**config.mk**
```make
export PLATFORM = sky130hd
export DESIGN_NAME = sdram_line_fetch
export DESIGN_NICKNAME = d
export VERILOG_FILES = /design/src/rtl/sdram_line_fetch.sv
export SDC_FILE = /design/constraint.sdc
export NUM_CORES = 1
export LEC_CHECK = 0
export ABC_AREA = 1
export CAP_MARGIN = 20
export CORE_ASPECT_RATIO = 1.5
export CORE_MARGIN = 2
export CORE_UTILIZATION = 55
export CTS_CLUSTER_SIZE = 40
export DETAILED_ROUTE_END_ITERATION = 12
export HOLD_SLACK_MARGIN = 0.06
export PLACE_DENSITY = 0.76
export SLEW_MARGIN = 20
export SYNTH_ARGS = -nofsm -noshare
export SYNTH_HDL_FRONTEND = slang
export SYNTH_SLANG_ARGS = --single-unit
```
**constraint.sdc**
```tcl
create_clock -name sdram_clk -period 2.95 [get_ports sdram_clk]
set_input_delay 0.4425 -clock sdram_clk [delete_from_list [all_inputs] [get_ports sdram_clk]]
set_output_delay 0.4425 -clock sdram_clk [all_outputs]
set_load 0.005 [all_outputs]
```
**src/rtl/sdram_line_fetch.sv**
```systemverilog
// sdram_line_fetch: burst line reader for sdram_ctrl with FWFT word FIFO output.
//
// Optional feature macro: SDRAM_LINE_FETCH_STATS_EN (builds lines_o/stall_o counters).
//
// Ports:
//   sdram_clk, sdram_rst_n       clock, asynchronous active-low reset
//   req_valid_i/req_ready_o      line request handshake, req_adr_i byte address
//   out_valid_o/out_ready_i      word stream handshake, out_dat_o word, out_last_o end of line
//   sc_idle_i, sc_adr_o,
//   sc_acc_o, sc_we_o,
//   sc_ack_i, sc_dat_i           sdram_ctrl access interface
//   err_o                        sticky: ack seen while no burst was outstanding
//   lines_o, stall_o             completed-line and wait-cycle counters
module sdram_line_fetch #(
    parameter int BURST_LEN  = 8,
    parameter int ADDR_WIDTH = 32,
    parameter int FIFO_DEPTH = 16
) (
    input  logic                  sdram_clk,
    input  logic                  sdram_rst_n,
    input  logic                  req_valid_i,
    output logic                  req_ready_o,
    input  logic [ADDR_WIDTH-1:0] req_adr_i,
    output logic                  out_valid_o,
    input  logic                  out_ready_i,
    output logic [15:0]           out_dat_o,
    output logic                  out_last_o,
    input  logic                  sc_idle_i,
    output logic [31:0]           sc_adr_o,
    output logic                  sc_acc_o,
    output logic                  sc_we_o,
    input  logic                  sc_ack_i,
    input  logic [15:0]           sc_dat_i,
    output logic                  err_o,
    output logic [15:0]           lines_o,
    output logic [15:0]           stall_o
);
    localparam int AW = $clog2(FIFO_DEPTH);
    localparam int BW = $clog2(BURST_LEN) + 1;
    // a line is BURST_LEN 16-bit words, so the low log2(2*BURST_LEN) byte-address bits are dropped
    localparam logic [ADDR_WIDTH-1:0] ADR_MASK = ~ADDR_WIDTH'(2 * BURST_LEN - 1);

    typedef enum logic [1:0] {IDLE, WAIT_CTRL, BURST} state_t;

    state_t                state, state_nxt;
    logic [ADDR_WIDTH-1:0] adr_q;
    logic [BW-1:0]         beat;
    logic [16:0]           mem [FIFO_DEPTH];
    logic [AW-1:0]         wp, rp;
    logic [AW:0]           count;
    logic                  empty, accept, push, pop, last_beat;

    assign empty       = count == '0;
    // space is only checked here; nothing else pushes, so an accepted line always fits
    assign req_ready_o = state == IDLE && count <= (AW+1)'(FIFO_DEPTH - BURST_LEN);
    assign accept      = req_valid_i && req_ready_o;
    assign last_beat   = beat == BW'(BURST_LEN - 1);
    assign push        = state == BURST && sc_ack_i;
    assign pop         = !empty && out_ready_i;
    assign out_valid_o = !empty;
    // gate the head with empty so the un-reset storage never leaks onto the outputs
    assign {out_last_o, out_dat_o} = empty ? 17'h0 : mem[rp];
    assign sc_adr_o    = 32'(adr_q);
    assign sc_acc_o    = state == BURST;
    assign sc_we_o     = 1'b0;

    always_comb begin
        state_nxt = state;
        case (state)
            IDLE:      state_nxt = accept ? WAIT_CTRL : IDLE;
            WAIT_CTRL: state_nxt = sc_idle_i ? BURST : WAIT_CTRL;
            BURST:     state_nxt = (sc_ack_i && last_beat) ? IDLE : BURST;
            default:   state_nxt = IDLE;
        endcase
    end

    always_ff @(posedge sdram_clk or negedge sdram_rst_n) begin
        if (!sdram_rst_n) state <= IDLE;
        else              state <= state_nxt;
    end

    always_ff @(posedge sdram_clk or negedge sdram_rst_n) begin
        if (!sdram_rst_n) begin
            adr_q <= '0;
            beat  <= '0;
            err_o <= 1'b0;
            wp    <= '0;
            rp    <= '0;
            count <= '0;
        end else begin
            if (accept) adr_q <= req_adr_i & ADR_MASK;
            if (push) beat <= last_beat ? '0 : beat + 1'b1;
            // stray acks are dropped, only flagged
            if (sc_ack_i && state != BURST) err_o <= 1'b1;
            if (push) wp <= wp + 1'b1;
            if (pop) rp <= rp + 1'b1;
            count <= count + (AW+1)'(push) - (AW+1)'(pop);
        end
    end

    always_ff @(posedge sdram_clk) begin
        if (push) mem[wp] <= {last_beat, sc_dat_i};
    end

`ifdef SDRAM_LINE_FETCH_STATS_EN
    // stall counts cycles blocked on the controller or on FIFO space
    always_ff @(posedge sdram_clk or negedge sdram_rst_n) begin
        if (!sdram_rst_n) begin
            lines_o <= '0;
            stall_o <= '0;
        end else begin
            if (push && last_beat && lines_o != 16'hFFFF) lines_o <= lines_o + 1'b1;
            if (((state == WAIT_CTRL && !sc_idle_i) || (state == IDLE && req_valid_i && !req_ready_o))
                && stall_o != 16'hFFFF) stall_o <= stall_o + 1'b1;
        end
    end
`else
    assign lines_o = '0;
    assign stall_o = '0;
`endif

endmodule

```
## Yosys cells after proc, flatten, opt, wreduce, memory -nomap -nowiden

Memories as Yosys holds them, arrays and structs flattened.
Index checks and enable logic that the tools add are counted.

| operators by class | value |
|---|---|
| order comparisons | 1 |
| muxes and demuxes | 8 |
| reduce and logical (&&, ||, !) cells | 9 |
| eq/ne operators | 4 |
| add/subtract/negate cells | 5 |

Operators with widths:

| cell | number |
|---|---|
| $mux 17 | 1 |
| $add 4x1->4 const B | 3 |
| $logic_and 1x1->1 | 6 |
| $pmux 2 s3 | 1 |
| $add 5x1->5 | 1 |
| $le 5x4->1 const B | 1 |
| $logic_not 5->1 | 1 |
| $sub 5x1->5 | 1 |
| $eq 4x3->1 const B | 1 |
| $mux 2 | 2 |
| $mux 4 | 1 |
| $mux 1 | 3 |
| $eq 2x1->1 const B | 1 |
| $eq 2x2->1 const B | 1 |
| $logic_not 2->1 | 1 |
| $ne 2x2->1 const B | 1 |
| $logic_not 1->1 | 1 |

| storage, ports and cells | value |
|---|---|
| word-level logic and storage cells | 35 |
| register bits | 48 |
| memories | 1 |
| output and inout port bits | 86 |
| RAM bits | 272 |

Memory list:

| memory | depth | bits a word | rd ports | clocked after Yosys merged registers in | wr ports | line | RTL |
|---|---|---|---|---|---|---|---|
| mem | 16 | 17 | 1 | 0 | 1 | 48 | `logic [16:0] mem [FIFO_DEPTH];` |

## Depth between registers and ports, before layout

Gate-level depths: netlist (run 1).

| depth | value |
|---|---|
| depth after elaboration | 5 |
| depth in mapped cells | 13 |
| depth with buffers taken out | 13 |

## Worst setup path after synthesis (run 1)

No wires, ideal clock.

| timing | value |
|---|---|
| path type | register -> register |
| from | reg count[2] |
| to | reg count[4] |
| cell stages (with the launch flop) | 14 |
| required time | 2.822 ns |
| arrival time | 2.198 ns |
| path buffers | 0 |
| setup time | 0.128 ns |
| path slack | 0.625 ns |
| period minus slack after synthesis | 2.325 ns |
| cell sequence | dfrtp_1 -> inv_1 -> ha_1 -> nand3_1 -> nand2_1 -> inv_1 -> ha_1 -> inv_1 -> ha_1 -> inv_1 -> fa_1 -> o21ai_0 -> a21oi_1 -> xor2_1 |

| between the ends | value |
|---|---|
| longest elaborated chain between the ends | 4 |

RTL lines:

| element | line | RTL |
|---|---|---|
| start: declaration | 50 | `logic [AW:0] count;` |
| start signal: assignment | 97 | `count <= count + (AW+1)'(push) - (AW+1)'(pop);` |
| $logic_not 5->1 | 53 | `assign empty = count == '0;` |
| $logic_not 1->1 | - |  |
| named net out_valid_o | 24 | `output logic out_valid_o,` |
| $logic_and 1x1->1 | 59 | `assign pop = !empty && out_ready_i;` |
| named net pop | 51 | `logic empty, accept, push, pop, last_beat;` |
| $sub 5x1->5 | 97 |  |

The timed path passes the listed nets, and every way through them passes these cells.
A chain may end at the register's enable or synchronous reset.

## Worst setup path after layout (run 1)

| timing | value |
|---|---|
| from | reg rp[0] |
| to | out out_dat_o[10] |

| between the ends | value |
|---|---|
| longest elaborated chain between the ends | 2 |

RTL lines:

| element | line | RTL |
|---|---|---|
| start: declaration | 49 | `logic [AW-1:0] wp, rp;` |
| start signal: assignment | 96 | `if (pop) rp <= rp + 1'b1;` |
| $mem_v2 16x17 | - |  |
| $mux 17 | 62 | `assign {out_last_o, out_dat_o} = empty ? 17'h0 : mem[rp];` |
| end: declaration | 26 | `output logic [15:0] out_dat_o,` |

No other way between the ends.

==> flow_metrics.tcl, run 1 <==
set metrics [dict create \
    seqCellArea_um2 9374 \
    ys_types 24 \
    drt-met1-wl_um 11390 \
    crit_top_cell "nand2_1" \
    drive_above_1_share 0.1087 \
    area_growth_pct 20.26 \
    cp_slowest_stage_delay_ps 540 \
    syn-mean-instance-area_um2 11.34 \
    die_w_um 131.6 \
    violations "negative setup slack" \
    routed_wl_um 31120 \
    numPortBuffers 98 \
    cp_slowest_cell "dfrtp_4" \
    final_common_cell "nand2_1" \
    start_util 0.5559 \
    fin_crit_ps 2951 \
    multiInputGateArea_um2 3513 \
    setup_ws_ps -1.074 \
    hold_viol_final 0 \
    worst_slew_pin_slew_ps 627.4 \
    track_usage 0.2427 \
    synth.largest_area_cell "edfxtp_1" \
    diodes 0 \
    synthTopCellsByArea "edfxtp_1 61%, nand2_1 12%, dfrtp_1 8.9%" \
    core_um2 24170 \
    finalMaxSlewViolations 0 \
    setup_viol 1 \
    ios 140 \
    hold_ws_ps 379.8 \
    stdcell_area_um2 16160 \
    cp.arrival_ps 2510 \
    status "finished, violations left" \
    die_height_um 195.4 \
    rsz0062_at_grt "yes" \
    grt_pass1_vias 8985 \
    core.rowCount 70 \
    grt_start_max_net_pins 35 \
    viasPerCell 5.521 \
    vias 9153 \
    grt_overflow_total 0 \
    ctsLongestPathBuffers 3 \
    top_layer_used "met4" \
    routed-wl-met3_um 2623 \
    path_cells "inv_8 -> buf_12 -> bufbuf_16 -> nand2_1 -> nand3_1 -> nand3_1 -> nand2_1 -> nand2_1 -> a21oi_1 -> dlygate4sd2_1" \
    htree_levels 1 \
    clkTransAtPathRegs_ps 70 \
    relSlewSlack 0.5805 \
    dieArea_um2 25720 \
    post_drt_wl_per_cell_um 18.77 \
    ys_seq_area_frac 0.6972 \
    cts-root-buf "clkbuf_16" \
    hp-class "in2async" \
    yosys_warnings 0 \
    insertion_delay_ps 540 \
    grt_pass1_wl_um 48110 \
    ys.flop_type "edfxtp_1" \
    worstPathMaxFanout 20 \
    cts_tree "built" \
    crit_type "reg2out" \
    crit_required_ps 2510 \
    finalWeightedCongestion 0.8001 \
    numCtsBuffers 28 \
    post-route-util 0.6685 \
    synth_area_um2 13440 \
    synth_top_area_frac 0.6078 \
    worstRegToRegCells 13 \
    endpoint_kind "output pin" \
    period_share 1.000 \
    antenna_found_initial 0 \
    ys_ff_latch 320 \
    cts_sinks 320 \
    drv_cap 0 \
    dp_hpwl_um 17370 \
    critPathLaunchType "flip-flop" \
    fill_cells 1725 \
    synth_edf_count 272 \
    reg2reg_setup_slack_ps 410 \
    synthArstFlopShare 0.1500 \
    drt_iter0_markers 788 \
    num-nets-final 1382 \
    power_density_nw_per_um2 960.0 \
    met2_length_um 15910 \
    firstDrtPassIters 6 \
    fin_skew_ps 11.22 \
    fmax_ghz 0.3389 \
    antenna_left 0 \
    mostFrequentLayoutCells "417 x nand2_1, 272 x edfxtp_1, 239 x nand3_1" \
    synth_cells 1185 \
    route.detailed.drc 0 \
    cellLeakagePower_uw 0.006412 \
    place_area_um2 14820 \
    ir_worst_vdd_v 0.0006975 \
]
logic make-up after synthesis:
group                    Yosys count  share of synthesized area
AO/OA/AOI/OAI                     30                    0.01183
AND/OR/NAND/NOR                  677                     0.2121
flip-flops                       320                     0.6972
XOR/XNOR                          11                   0.007170
other                              1                  0.0002791
adder cells (fa/ha/maj)           15                    0.01453
buffers and inverters            131                    0.05689
synth_stat cells (all sizes together) (2+ instances only):
master,n
nor2,20
a21oi,20
xor2,9
buf,94
edfxtp,272
o21ai,8
ha,14
clkbuf,9
inv,26
xnor2,2
nand3,239
dfrtp,48
nand2,417
clkinv,2
final cells by class:
class                      count  area share
clock buffer                  33     0.04839
multi-input combinational    770      0.2174
clock inverter                18     0.01115
inverter                      28    0.006968
sequential                   320      0.5801
tap                          324     0.02509
timing repair buffer         165      0.1109
flip-flops by register name (all words and copies together), names as in the netlist:
register / flops
mem: 272
sc_adr_o: 28
count: 5
beat: 4
err_o: 1
rp: 4
wp: 4
state: 2
final timing paths:
kind,from,end
setup / recovery,rp[0],out_dat_o[10]
hold / removal,sdram_rst_n,err_o
setup reg to reg,count[3],count[4]
hold reg to reg,sc_adr_o[10],sc_adr_o[10]
max in group asynchronous,sdram_rst_n,sc_adr_o[26]
min in group sdram_clk,req_adr_i[17],sc_adr_o[17]
power by group:
group | internal (uW) | total [uW] | switching [uW] | leakage (uW)
Clock | 2160 | 3750 | 1590 | 0.000471
Sequential | 5350 | 5600 | 253 | 0.00302
Combinational | 2640 | 6160 | 3520 | 0.00293
Total | 10200 | 15500 | 5360 | 0.00641
critical path, delay by kind of cell (launching register included):
family / cells / cell delay (ps)
buffers and inverters: 4 / 800
flip-flops: 1 / 540
AND/OR/NAND/NOR: 5 / 400
AO/OA/AOI/OAI: 1 / 220
per-stage QoR:
| stage | instances | worst slack [ps] | power (uW) | TNS, ps |
|---|---|---|---|---|
| 2_1_floorplan | 1221 | 624.6 | 9061 | 0 |
| 3_3_place_gp | 1590 | 314.9 | 11060 | 0 |
| 3_5_place_dp | 1590 | 338.9 | 11190 | 0 |
| 4_1_cts | 1657 | -44.09 | 15460 | -111.0 |
| 5_1_grt | 1658 | -58.69 | 16380 | -172.4 |
| 6_report | 1658 | -1.074 | 15510 | -1.074 |
repair_timing:
action / 4_1_cts / 5_1_grt
hold endpoints to repair: 17 / 0
setup endpoints to repair: 17 / 7
gates resized for setup: 26 / 8
buffers inserted: 9 / 0
pin swaps: 0 / 2
hold buffers: 1 / 0
cloned: 6 / 1
per-layer routing:
metal,vias up,global-route usage
li1,4238,-
met2,475,0.4344
met4,0,0.1027
met3,89,0.03842
met1,4351,0.2917
met5,-,0
(Power assumes the default switching activity.)
==> run 2, diff against run 1 <==
- CELL_PAD_IN_SITES_DETAIL_PLACEMENT: not set -> 1
- CELL_PAD_IN_SITES_GLOBAL_PLACEMENT: not set -> 2
- CORE_UTILIZATION: 55 -> 41
- GPL_ROUTABILITY_DRIVEN: not set -> 0
- PLACE_DENSITY: 0.76 -> 0.83
- clock period: 2.95 -> 3.6 ns (I/O delays scaled with it)
==> run 2 against run 1 <==
Compared with the run above:
- the flow now finishes without violations
- clock skew increased by 2.5 ps
- cell area is 2.5% lower
- global-route usage shrank 3.3 points
- critical path type unchanged
- largest cell class unchanged
- via count shrank 1.2%
==> flow_metrics.tcl, run 2 (synthesized netlist as in run 1, its figures left out) <==
set metrics [dict create \
    p_switching_uw 4451 \
    grt_pass1_vias 9550 \
    setup_tns_ps 0 \
    numPortBuffers 98 \
    num-nets-final 1360 \
    crit_family "buffers and inverters" \
    fmax_ghz 0.2883 \
    diodes 0 \
    worst_slew_pin_slew_ps 974.5 \
    mostFrequentLayoutCells "417 x nand2_1, 272 x edfxtp_1, 239 x nand3_1" \
    crit_top_cell "nand2_1" \
    fin_crit_ps 3469 \
    core_um2 32430 \
    cp_slowest_stage_delay_ps 580 \
    reg2reg_setup_slack_ps 990 \
    core.rowCount 81 \
    drv_cap 0 \
    power_density_nw_per_um2 776.9 \
    period_share 0.9636 \
    clkTransAtPathRegs_ps 60 \
    post-route-util 0.4859 \
    hold_viol_final 0 \
    path_cells "inv_6 -> buf_16 -> nand2_1 -> nand3_1 -> nand3_1 -> nand2_1 -> nand2_1 -> a21oi_1 -> clkdlybuf4s50_1" \
    setup_viol 0 \
    post_drt_wl_per_cell_um 20.80 \
    crit_required_ps 3060 \
    ctsLongestPathBuffers 3 \
    grt_pass1_wl_um 55300 \
    cp_slowest_cell "dfrtp_4" \
    final_common_cell "nand2_1" \
    largest_reg_flops 272 \
    p_seq_frac 0.376 \
    finalMaxSlewViolations 0 \
    dieArea_um2 34270 \
    hp-class "in2async" \
    relSlewSlack 0.3488 \
    route.detailed.drc 0 \
    drt_iter0_markers 600 \
    vias 9044 \
    antenna_found_initial 0 \
    insertion_delay_ps 570 \
    numCtsBuffers 30 \
    cts-root-buf "clkbuf_16" \
    cellLeakagePower_uw 0.006088 \
    htree_levels 1 \
    cp.arrival_ps 2930 \
    rsz0062_at_grt "no" \
    crit_type "reg2out" \
    fin_skew_ps 13.72 \
    die_w_um 151.8 \
    cts_sinks 320 \
    worstPathMaxFanout 42 \
    viasPerCell 5.228 \
    ir_worst_vdd_v 0.0004915 \
    endpoint_kind "output pin" \
    area_growth_pct 17.26 \
    track_usage 0.2098 \
    antenna_left 0 \
    p_int_uw 7791 \
    start_util 0.4144 \
    cp.buffers_inverters 3 \
    top_register "mem" \
    clkPwrFrac 0.241 \
    setup_ws_ps 131.0 \
    swShare 0.3636 \
    critPathLaunchType "flip-flop" \
    die_height_um 225.7 \
    pre_cts_slack_ps 596.8 \
    routed_wl_um 35990 \
    dp_hpwl_um 21070 \
    grt_overflow_total 0 \
    ios 140 \
    firstDrtPassIters 4 \
    cts_hold_buf 0 \
    power_frac_comb 0.383 \
    status "finished clean" \
    drive_above_1_share 0.07909 \
    cts_tree "built" \
    grt_start_max_net_pins 65 \
]
-- run 2: final cells by class --
type	count	area [um2]
clock inverter	8	36.28
inverter	28	110.1
timing repair buffer	141	1389
fill	3523	16670
multi-input combinational	770	3480
sequential	320	9374
tap	415	519.2
clock buffer	48	849.6
-- run 2: metrics by stage --
stage	cells	instance area [um2]	hold slack (ps)	power (uW)
6_report	1730	15760	112.8	12240
4_1_cts	1730	15740	127.9	12370
3_5_place_dp	1673	14850	461.8	9355
2_1_floorplan	1221	13570	244.4	7425
5_1_grt	1730	15760	167.4	13040
3_3_place_gp	1673	14850	452.6	9235
-- run 2: metal layers --
| layer | track usage | part of all wire | up-vias |
|---|---|---|---|
| met3 | 0.03493 | 0.057 | 72 |
| met1 | 0.2545 | 0.40 | 4530 |
| met2 | 0.3778 | 0.52 | 261 |
| met4 | 0.07416 | 0.029 | 0 |
| li1 | - | - | 4181 |
| met5 | 0 | 0 | - |
-- run 2: power groups by stage --
stage / combinational, uW / sequential [uW] / clock, uW
after detailed placement: 4660 / 4690 / 0
after floorplan: 2810 / 4620 / 0
final: 4690 / 4600 / 2950
after global placement: 4560 / 4670 / 0
after global routing: 5250 / 4640 / 3140
after CTS: 4760 / 4600 / 3010
-- run 2: path summary, 6_finish.rpt --
path,startpoint,endpoint,cells after the start
worst max-delay path,rp[0],out_last_o,9
worst min register to register,sc_adr_o[30],sc_adr_o[30],2
worst min-delay path,sdram_rst_n,count[1],1
min in group sdram_clk,sc_adr_o[30],sc_adr_o[30],2
max in group asynchronous,sdram_rst_n,beat[0],2
worst max register to register,count[2],count[4],13
-- run 2: timing repair --
item	in CTS	in global routing
gates resized for setup	0	4
buffers inserted	1	0
endpoints found under the setup margin	2	7
cloned	0	0
